`src/rtl/strength_sort_bank_if.sv`:
```
// Stream interface for strength_sort_bank: indexed write port, drain stream
// with valid/ready, and status outputs. The bank connects via the slave
// modport; the producer/consumer side uses master.
interface strength_sort_bank_if #(
    parameter int IDX_W  = 5,
    parameter int DATA_W = 22
);
    // write side
    logic              wr_en;
    logic [IDX_W-1:0]  wr_index;
    logic              wr_gd;
    logic              wr_bd;
    logic [DATA_W-1:0] wr_data;

    // status
    logic              start_count;
    logic [IDX_W:0]    fill_count;
    logic              busy;
    logic              dup_err;

    // drain stream
    logic              rd_valid;
    logic              rd_ready;
    logic [IDX_W-1:0]  rd_index;
    logic              rd_gd;
    logic              rd_bd;
    logic [DATA_W-1:0] rd_data;
    logic              rd_last;

    modport slave (
        input  wr_en, wr_index, wr_gd, wr_bd, wr_data, rd_ready,
        output start_count, fill_count, busy, dup_err,
        output rd_valid, rd_index, rd_gd, rd_bd, rd_data, rd_last
    );

    modport master (
        output wr_en, wr_index, wr_gd, wr_bd, wr_data, rd_ready,
        input  start_count, fill_count, busy, dup_err,
        input  rd_valid, rd_index, rd_gd, rd_bd, rd_data, rd_last
    );
endinterface

```
`src/rtl/strength_sort_bank.sv`:
```
// strength_sort_bank: DEPTH-slot tagged strength store. Entries are written
// at their own index; once every slot is valid the bank pulses start_count,
// drains slots 0..DEPTH-1 over a valid/ready stream, clears and re-arms.
// Optional feature macro: STRENGTH_SORT_BANK_DUP_CHECK_EN -- when defined, a
// write to an already-valid slot is dropped and flagged on dup_err.
module strength_sort_bank #(
    parameter int DEPTH  = 32,
    parameter int IDX_W  = 5,
    parameter int DATA_W = 22
) (
    input  logic                 clk,
    input  logic                 reset,
    strength_sort_bank_if.slave  bus
);
    localparam int                WORD_W   = DATA_W + 2;
    localparam logic [IDX_W-1:0]  LAST_IDX = IDX_W'(DEPTH - 1);

    typedef enum logic [1:0] {
        ST_FILL  = 2'd0,
        ST_FULL  = 2'd1,
        ST_DRAIN = 2'd2
    } state_t;

    state_t            state_reg, state_next;
    logic [DEPTH-1:0]  valid_reg, valid_next;
    logic [IDX_W:0]    fill_count_reg, fill_count_next;
    logic [IDX_W-1:0]  ptr_reg, ptr_next;
    logic              wr_accept;
    logic              slot_was_valid;

    // {bd, gd, data}; contents deliberately not reset, only valid_reg is
    logic [WORD_W-1:0] mem [DEPTH];
    logic [WORD_W-1:0] rd_word_reg;

`ifdef STRENGTH_SORT_BANK_DUP_CHECK_EN
    logic              dup_hit;
    logic              dup_err_reg;
`endif

    // Next-state and bookkeeping: fill tracking, FULL handoff, drain pointer
    always_comb begin
        state_next      = state_reg;
        valid_next      = valid_reg;
        fill_count_next = fill_count_reg;
        ptr_next        = ptr_reg;
        wr_accept       = 1'b0;
`ifdef STRENGTH_SORT_BANK_DUP_CHECK_EN
        dup_hit         = 1'b0;
`endif
        slot_was_valid  = valid_reg[bus.wr_index];

        case (state_reg)
            ST_FILL: begin
                if (bus.wr_en) begin
`ifdef STRENGTH_SORT_BANK_DUP_CHECK_EN
                    if (slot_was_valid) begin
                        dup_hit = 1'b1;
                    end else begin
                        wr_accept = 1'b1;
                    end
`else
                    wr_accept = 1'b1;
`endif
                end
                if (wr_accept) begin
                    valid_next[bus.wr_index] = 1'b1;
                    // a rewrite keeps the count; only fresh slots add to it
                    if (!slot_was_valid) begin
                        fill_count_next = fill_count_reg + 1'b1;
                    end
                end
                // counting starts on a complete bank, regardless of write order
                if (&valid_next) begin
                    state_next = ST_FULL;
                end
            end
            ST_FULL: begin
                state_next = ST_DRAIN;
                ptr_next   = '0;
            end
            ST_DRAIN: begin
                if (bus.rd_ready) begin
                    if (ptr_reg == LAST_IDX) begin
                        valid_next      = '0;
                        fill_count_next = '0;
                        ptr_next        = '0;
                        state_next      = ST_FILL;
                    end else begin
                        ptr_next = ptr_reg + 1'b1;
                    end
                end
            end
            default: begin
                state_next = ST_FILL;
            end
        endcase
    end

    // Control state register; reset aborts any fill or drain in progress
    always_ff @(posedge clk) begin
        if (reset) begin
            state_reg      <= ST_FILL;
            valid_reg      <= '0;
            fill_count_reg <= '0;
            ptr_reg        <= '0;
        end else begin
            state_reg      <= state_next;
            valid_reg      <= valid_next;
            fill_count_reg <= fill_count_next;
            ptr_reg        <= ptr_next;
        end
    end

    // Storage write port; only accepted FILL-state writes land in the array
    always_ff @(posedge clk) begin
        if (wr_accept && !reset) begin
            mem[bus.wr_index] <= {bus.wr_bd, bus.wr_gd, bus.wr_data};
        end
    end

    // Registered read addressed by the upcoming pointer, so the word for the
    // presented slot is ready in the same cycle the pointer reaches it
    always_ff @(posedge clk) begin
        rd_word_reg <= mem[ptr_next];
    end

`ifdef STRENGTH_SORT_BANK_DUP_CHECK_EN
    // Duplicate flag appears the cycle after the offending edge
    always_ff @(posedge clk) begin
        if (reset) begin
            dup_err_reg <= 1'b0;
        end else begin
            dup_err_reg <= dup_hit;
        end
    end
    assign bus.dup_err = dup_err_reg;
`else
    assign bus.dup_err = 1'b0;
`endif

    assign bus.start_count = (state_reg == ST_FULL);
    assign bus.busy        = (state_reg != ST_FILL);
    assign bus.fill_count  = fill_count_reg;
    assign bus.rd_valid    = (state_reg == ST_DRAIN);

    // read fields are forced to zero whenever nothing is presented
    assign bus.rd_index = bus.rd_valid ? ptr_reg : '0;
    assign bus.rd_data  = bus.rd_valid ? rd_word_reg[DATA_W-1:0] : '0;
    assign bus.rd_gd    = bus.rd_valid & rd_word_reg[DATA_W];
    assign bus.rd_bd    = bus.rd_valid & rd_word_reg[DATA_W+1];
    assign bus.rd_last  = bus.rd_valid & (ptr_reg == LAST_IDX);

endmodule
```
`src/flat_wrapper.sv`:
```
// flat-port wrapper written by rule: the top's interface ports become plain ports
module strength_sort_bank_flat 
#(
    parameter int DEPTH  = 32,
    parameter int IDX_W  = 5,
    parameter int DATA_W = 22
)
  (clk, reset, bus_wr_en, bus_wr_index, bus_wr_gd, bus_wr_bd, bus_wr_data, bus_rd_ready, bus_start_count, bus_fill_count, bus_busy, bus_dup_err, bus_rd_valid, bus_rd_index, bus_rd_gd, bus_rd_bd, bus_rd_data, bus_rd_last);
  strength_sort_bank_if #(.IDX_W(IDX_W), .DATA_W(DATA_W)) bus_i ();
  input  logic clk;
  input  logic reset;
  input wire logic [$bits(bus_i.wr_en)-1:0] bus_wr_en;
  input wire logic [$bits(bus_i.wr_index)-1:0] bus_wr_index;
  input wire logic [$bits(bus_i.wr_gd)-1:0] bus_wr_gd;
  input wire logic [$bits(bus_i.wr_bd)-1:0] bus_wr_bd;
  input wire logic [$bits(bus_i.wr_data)-1:0] bus_wr_data;
  input wire logic [$bits(bus_i.rd_ready)-1:0] bus_rd_ready;
  output wire logic [$bits(bus_i.start_count)-1:0] bus_start_count;
  output wire logic [$bits(bus_i.fill_count)-1:0] bus_fill_count;
  output wire logic [$bits(bus_i.busy)-1:0] bus_busy;
  output wire logic [$bits(bus_i.dup_err)-1:0] bus_dup_err;
  output wire logic [$bits(bus_i.rd_valid)-1:0] bus_rd_valid;
  output wire logic [$bits(bus_i.rd_index)-1:0] bus_rd_index;
  output wire logic [$bits(bus_i.rd_gd)-1:0] bus_rd_gd;
  output wire logic [$bits(bus_i.rd_bd)-1:0] bus_rd_bd;
  output wire logic [$bits(bus_i.rd_data)-1:0] bus_rd_data;
  output wire logic [$bits(bus_i.rd_last)-1:0] bus_rd_last;
  assign bus_i.wr_en = bus_wr_en;
  assign bus_i.wr_index = bus_wr_index;
  assign bus_i.wr_gd = bus_wr_gd;
  assign bus_i.wr_bd = bus_wr_bd;
  assign bus_i.wr_data = bus_wr_data;
  assign bus_i.rd_ready = bus_rd_ready;
  assign bus_start_count = bus_i.start_count;
  assign bus_fill_count = bus_i.fill_count;
  assign bus_busy = bus_i.busy;
  assign bus_dup_err = bus_i.dup_err;
  assign bus_rd_valid = bus_i.rd_valid;
  assign bus_rd_index = bus_i.rd_index;
  assign bus_rd_gd = bus_i.rd_gd;
  assign bus_rd_bd = bus_i.rd_bd;
  assign bus_rd_data = bus_i.rd_data;
  assign bus_rd_last = bus_i.rd_last;
  strength_sort_bank #(.DEPTH(DEPTH), .IDX_W(IDX_W), .DATA_W(DATA_W)) u_core (.clk(clk), .reset(reset), .bus(bus_i));
endmodule
```
`config.mk`:
```
export PLATFORM = sky130hd
export DESIGN_NAME = strength_sort_bank_flat
export DESIGN_NICKNAME = d
export VERILOG_FILES = /design/src/rtl/strength_sort_bank_if.sv /design/src/rtl/strength_sort_bank.sv /design/src/flat_wrapper.sv
export SDC_FILE = /design/constraint.sdc
export NUM_CORES = 1
export LEC_CHECK = 0
export ABC_AREA = 1
export BUFFER_PORTS_ARGS = -buffer_cell sky130_fd_sc_hd__buf_2
export CAP_MARGIN = 10
export CORE_MARGIN = 5
export CORE_UTILIZATION = 45
export CTS_CLUSTER_SIZE = 10
export DETAILED_ROUTE_END_ITERATION = 6
export HOLD_SLACK_MARGIN = 0.12
export PLACE_DENSITY = 0.67
export SYNTH_ARGS = -nofsm -noshare
export SYNTH_HDL_FRONTEND = slang
export SYNTH_SLANG_ARGS = --single-unit
```
`constraint.sdc`:
```
create_clock -name clk -period 3.8 [get_ports clk]
set_input_delay 0.38 -clock clk [delete_from_list [all_inputs] [get_ports clk]]
set_output_delay 0.38 -clock clk [all_outputs]
set_load 0.01 [all_outputs]
```
==> reports/qor.txt, run 1 <==
Final critical delay including setup and external delays -> 3.17 ns
Post-detailed-route DRC marker count -> 0
Data arrival at the endpoint of the critical path -> 3.75 ns
Initial cell density of the core -> 45.5%
# fillers -> 6733
Global-route wire length before repair -> 136000 um
Final antenna-violating net count -> 0
Floorplan core area -> 77600 sq um
Post-Syn Area -> 35300 sq um
Initial antenna violation count -> 3
Internal power -> 14900 uW
Final sum of negative setup slack -> 0 ns
Hold Violations, Final -> 0
Fmax -> 315 MHz
Boundary pin count -> 73
Layout Nets -> 3215
Die H -> 290 um
FF+latch area -> 24400 sq um
Instance count of the mapped netlist -> 3121
Number of setup buffers added after CTS -> 0
Worst supply voltage drop on vdd -> 0.454 mV
Type of destination of the critical path -> register
Period utilization -> 83.5%
Mean Syn Cell Area -> 11.3 sq um
Number of global-route vias before repair -> 22100
R2R cell count -> 16
PostCTS Resize Cnt -> 0
Cell area after placement -> 37000 sq um
Final standard cell count with taps included and fillers excluded -> 4285
Max-capacitance violation count -> 0
Area of all placed cells without fillers -> 39700 sq um
Detailed-routing iteration count for the pre-antenna-repair pass -> 5
Worst Hold Path Cells -> 1
Clock buffers created by TritonCTS -> 94
Required time of the worst setup path -> 4.37 ns
Total Routing Usage GR -> 21.0%
Count of placed standard cells including taps -> 4119
Number of nets in the synthesized netlist -> 3160
Count of cell types in the netlist -> 31
Average detailed-routed wire length per instance -> 21.2 um
Syn. warnings -> 0
Wire length after detailed routing -> 90900 um
Fraction of power consumed by sequential logic -> 53.6%
Ratio of routed vias to standard cells -> 5.46
Number of buffers added to fix hold violations after cts -> 1
Async SR Flop Fraction -> 0%
Antenna diode count -> 0
Iteration-0 DRC Markers -> 2883
Maximum clock insertion buffer count -> 3
Status -> finished, final reports clean
Slew HR -> 21.1%
Category of the most critical setup path -> register to register
DR vias -> 23400
TritonCTS clock tree -> done
Max-slew violation total from the final report -> 0
Clock root cell -> clkbuf_16
Area of the multi-input gates -> 8430 sq um
Maximum fanout along the worst path -> 192
Post-detail-place hpwl -> 47500 um
Logic pwr share -> 3.5%
Skew-Pair Late Insertion Delay -> 0.66 ns
Total number of placement rows -> 102
Layout Skew -> 0.0341 ns
Power Density -> 478 nW/um^2
WHS -> 0.218 ns
Worst-margin pin slew -> 1.18 ns
Switching power total -> 4040 uW
Gp weighted congestion -> 0.821
Switching share of total power -> 21.3%
Class of the tightest hold or removal check -> primary input to register
Clock-pin slew on the worst setup and hold paths -> 0.05 ns
Final core occ -> 51.2%
Clk pwr share -> 42.8%
I/O Buffers -> 71
Leakage -> 0.0143 uW
Die W -> 290 um
Clock sink count -> 837
Setup violators final -> 0
Pin count of the biggest net entering global routing -> 193
Flip-flop count of the largest register after layout -> 768
R2R setup slack -> 0.63 ns
Area grow syn2layout -> 12.6%
Global route overflow -> 0
Setup repair after global routing missed its margin -> false
Die area -> 84100 sq um
Proportion of layout cells with a drive suffix above 1 -> 9.34%
Number of storage elements in the synthesis netlist -> 837
CP startpoint kind -> register
Count of flip-flops with a built-in enable after synthesis -> 768
Most common flop cell mapped by yosys -> edfxtp_1
Share of synthesized area occupied by flip-flops and latches -> 69.3%
Level count of the clock H-tree -> 3
## layout by cell type (no fill, tap or decap), drive strengths merged, types with 8 or more instances in the layout
master	Yosys	routed
clkbuf	44	155
buf	142	144
edfxtp	768	768
o211ai	360	360
inv	451	455
a21oi	45	45
dfxtp	69	69
nor3	13	13
o21ai	14	14
o21bai	8	8
nand2	797	797
nand3	330	330
nor2	68	68
## Yosys cell counts, drive strengths merged (2+ instances only)
| cell type | n | area (sq um) |
|---|---|---|
| nand2 | 797 | 3020 |
| edfxtp | 768 | 23100 |
| inv | 451 | 1690 |
| o211ai | 360 | 2700 |
| nand3 | 330 | 1660 |
| buf | 142 | 800 |
| dfxtp | 69 | 1380 |
| nor2 | 68 | 268 |
| a21oi | 45 | 225 |
| clkbuf | 44 | 165 |
| o21ai | 14 | 73.8 |
| nor3 | 13 | 70.1 |
| o21bai | 8 | 60.1 |
| ha | 6 | 75.1 |
| nand4 | 2 | 12.5 |
## final cells by class
type                            instances  area share, %
Sequential cell                       837           61.5
Tap cell                             1040           3.27
Multi-Input combinational cell       1646           21.2
Inverter                              452           4.29
Clock inverter                         10          0.277
Timing Repair Buffer                  145           2.87
Clock buffer                          155           6.55
## layer usage
| layer | vias up | routed length [um] | GRT usage [%] |
|---|---|---|---|
| met3 | 177 | 8120 | 3.62 |
| li1 | 10900 | - | - |
| met5 | - | 0 | 0 |
| met1 | 11300 | 39200 | 30.7 |
| met2 | 1005 | 40900 | 32.9 |
| met4 | 0 | 2660 | 5.79 |
## logic make-up (layout without fill, tap and decap cells)
family | after synthesis | after routing | synth area share, %
AND/OR/NAND/NOR | 1211 | 1211 | 14.3
flip-flops | 837 | 837 | 69.3
buffers and inverters | 638 | 762 | 7.54
AO/OA/AOI/OAI | 428 | 428 | 8.70
adder cells (fa/ha/maj) | 6 | 6 | 0.213
other | 1 | 1 | 0.0106
## worst max-delay path, stage by stage (launching register included)
cell      delay [ns]
dfxtp_1         0.37
ha_1            0.24
nand2_1         0.09
nor2_1          0.05
ha_1            0.19
inv_1           0.07
nand2_1         0.10
nor2_4          0.13
nand2_1         0.10
o21ai_4         0.11
buf_12          0.74
o211ai_1        0.31
nand3_1         0.14
nand3_1         0.10
nand2_1         0.11
nand2_1         0.05
nand2_1         0.07
## power groups by stage
stage,Clock (uW),Combinational (uW),Sequential (uW)
2_1_floorplan,0,333,10400
3_5_place_dp,0,671,10400
6_report,8130,673,10200
5_1_grt,8630,743,10200
4_1_cts,8250,674,10200
3_3_place_gp,0,661,10400
## stage by stage
step | power [uW] | setup WS (ns)
CTS | 19100 | 0.646
detailed placement | 11000 | 0.704
global route | 19600 | 0.385
global placement | 11000 | 0.745
finish | 19000 | 0.625
floorplan | 10700 | 0.690
## path summary, 6_finish.rpt
path / startpoint / endpoint
worst min register to register: u_core.valid_reg[28] / u_core.valid_reg[28]
worst min-delay path: bus_wr_data[18] / u_core.mem[10][18]
worst max-delay path: u_core.ptr_reg[0] / u_core.rd_word_reg[2]
worst max register to register: u_core.ptr_reg[0] / u_core.rd_word_reg[2]
Note: power is estimated with default switching activity, not from simulation.
==> run 2, diff against run 1 <==
clock period = 3.1 ns   (was 3.8 ns; I/O delays follow)
==> reports/qor.txt, run 2 (synthesis results as in run 1) <==
Floorplan core area -> 77600 sq um
Die H -> 290 um
Total Routing Usage GR -> 21.1%
Class of the tightest hold or removal check -> primary input to register
Pin count of the biggest net entering global routing -> 91
Level count of the clock H-tree -> 3
R2R cell count -> 14
Clock root cell -> clkbuf_16
Area grow syn2layout -> 13.9%
Initial cell density of the core -> 45.5%
I/O Buffers -> 71
Leading cell type in the layout, fill and taps excluded -> nand2_1
R2r startpoint -> u_core.ptr_reg[0]
Skew-Pair Late Insertion Delay -> 0.64 ns
Post-detail-place hpwl -> 47600 um
Clock sink count -> 837
TritonCTS clock tree -> done
Flip-flop count of the largest register after layout -> 768
Setup violators final -> 0
Boundary pin count -> 73
Fmax -> 349 MHz
Post-detailed-route DRC marker count -> 0
Total number of placement rows -> 102
Commonest cells after routing, fill and taps aside -> nand2_1 (789), edfxtp_1 (768), inv_1 (444), o211ai_1 (360), nand3_1 (329)
Die W -> 290 um
Max-slew violation total from the final report -> 0
R2R setup slack -> 0.23 ns
Max-capacitance violation count -> 0
Final core occ -> 51.8%
Proportion of layout cells with a drive suffix above 1 -> 9.83%
Final critical delay including setup and external delays -> 2.87 ns
Initial antenna violation count -> 3
Global route overflow -> 0
Worst supply voltage drop on vdd -> 0.436 mV
Category of the most critical setup path -> register to register
Final sum of negative setup slack -> 0 ns
Ratio of routed vias to standard cells -> 5.44
Clock buffers created by TritonCTS -> 95
Maximum clock insertion buffer count -> 3
Status -> finished, final reports clean
Leakage -> 0.0145 uW
DR vias -> 23400
Die area -> 84100 sq um
CP startpoint kind -> register
Required time of the worst setup path -> 3.68 ns
Layout Skew -> 0.0189 ns
Worst Hold Path Cells -> 1
Data arrival at the endpoint of the critical path -> 3.44 ns
Power Density -> 583 nW/um^2
Period utilization -> 92.5%
Pwr Total -> 23500 uW
Slew HR -> 27.4%
Iteration-0 DRC Markers -> 2509
Number of global-route vias before repair -> 21900
Endpoint of the most critical register-to-register path -> u_core.rd_word_reg[3]
Maximum fanout along the worst path -> 48
Layout Nets -> 3233
# fillers -> 6588
Timing endpoint of the critical path -> u_core.rd_word_reg[3]
Clock-pin slew on the worst setup and hold paths -> 0.06 ns
Detailed-routing iteration count for the pre-antenna-repair pass -> 5
Gp weighted congestion -> 0.799
Final antenna-violating net count -> 0
Crit path launch -> u_core.ptr_reg[0]
Hold Violations, Final -> 0
Worst-margin pin slew -> 1.09 ns
Wire length after detailed routing -> 91500 um
Setup repair after global routing missed its margin -> false
Average detailed-routed wire length per instance -> 21.3 um
Type of destination of the critical path -> register
Global-route wire length before repair -> 136000 um
==> run 2: cell count changes in the layout (fill, tap and decap cells not counted), sizes merged <==
cell and change:
bufinv +1, inv -1, nand2 +1, buf +16
clkinv -4, clkbuf +8, diode +1
==> run 2: repair_timing <==
| action | in CTS | in global routing |
|---|---|---|
| endpoints found under the setup margin | 0 | 18 |
| setup buffers | 0 | 0 |
| hold buffers | 1 | 0 |
| hold endpoints to repair | 4 | 0 |
| resized for setup | 0 | 2 |
==> run 2: per-layer routing <==
metal	routed length, um	track usage [%]	vias up
met2	40700	32.7	1032
met3	8600	4.03	190
met1	38900	30.2	11300
met5	0	0	-
met4	3340	7.28	0
li1	-	-	11000
==> run 2: layout make-up <==
class | instances | area, sq um | share of cell area [%]
Antenna cell | 1 | 2.50 | 0.00622
Clock buffer | 163 | 2700 | 6.70
Clock inverter | 6 | 76.3 | 0.190
Inverter | 452 | 1710 | 4.24
Multi-Input combinational cell | 1647 | 8440 | 21.0
Sequential cell | 837 | 24400 | 60.8
Tap cell | 1040 | 1300 | 3.24
Timing Repair Buffer | 161 | 1540 | 3.82
==> run 2: worst min path at each step <==
stage / start / slack [ns] / endpoint
floorplan: bus_wr_data[0] / 0.41 / u_core.mem[0][0]
global placement: u_core.valid_reg[10] / 0.45 / u_core.valid_reg[10]
detailed placement: u_core.valid_reg[28] / 0.46 / u_core.valid_reg[28]
CTS: bus_wr_data[12] / 0.13 / u_core.mem[15][12]
global route: bus_wr_data[8] / 0.16 / u_core.mem[12][8]
finish: bus_wr_data[19] / 0.16 / u_core.mem[11][19]
==> run 2: power breakdown <==
part | internal (uW) | leakage [uW] | switching, uW
sequential | 12400 | 0.00747 | 51.0
clock | 5940 | 0.00132 | 4210
combinational | 182 | 0.00573 | 650
total | 18500 | 0.0145 | 4920
==> run 2: critical path: stages (launching register included) <==
cell	delay [ns]
dfxtp_1	0.39
ha_1	0.25
nand2_1	0.09
nor2_1	0.05
ha_1	0.19
inv_1	0.08
nand2_1	0.11
nand2_1	0.19
nor2_1	0.09
nor3_4	0.25
buf_6	0.55
nand3_1	0.16
nand2_1	0.11
nand2_1	0.13
nand2_1	0.12
==> run 2: through the flow <==
| step | setup WS (ns) | hold WS, ns | area [sq um] | instances |
|---|---|---|---|---|
| 2_1_floorplan | 0.0603 | 0.409 | 35300 | 3121 |
| 3_3_place_gp | 0.206 | 0.450 | 37400 | 4135 |
| 3_5_place_dp | 0.145 | 0.456 | 37400 | 4135 |
| 4_1_cts | 0.116 | 0.131 | 40200 | 4305 |
| 5_1_grt | 0.00461 | 0.163 | 40200 | 4306 |
| 6_report | 0.234 | 0.161 | 40200 | 4307 |
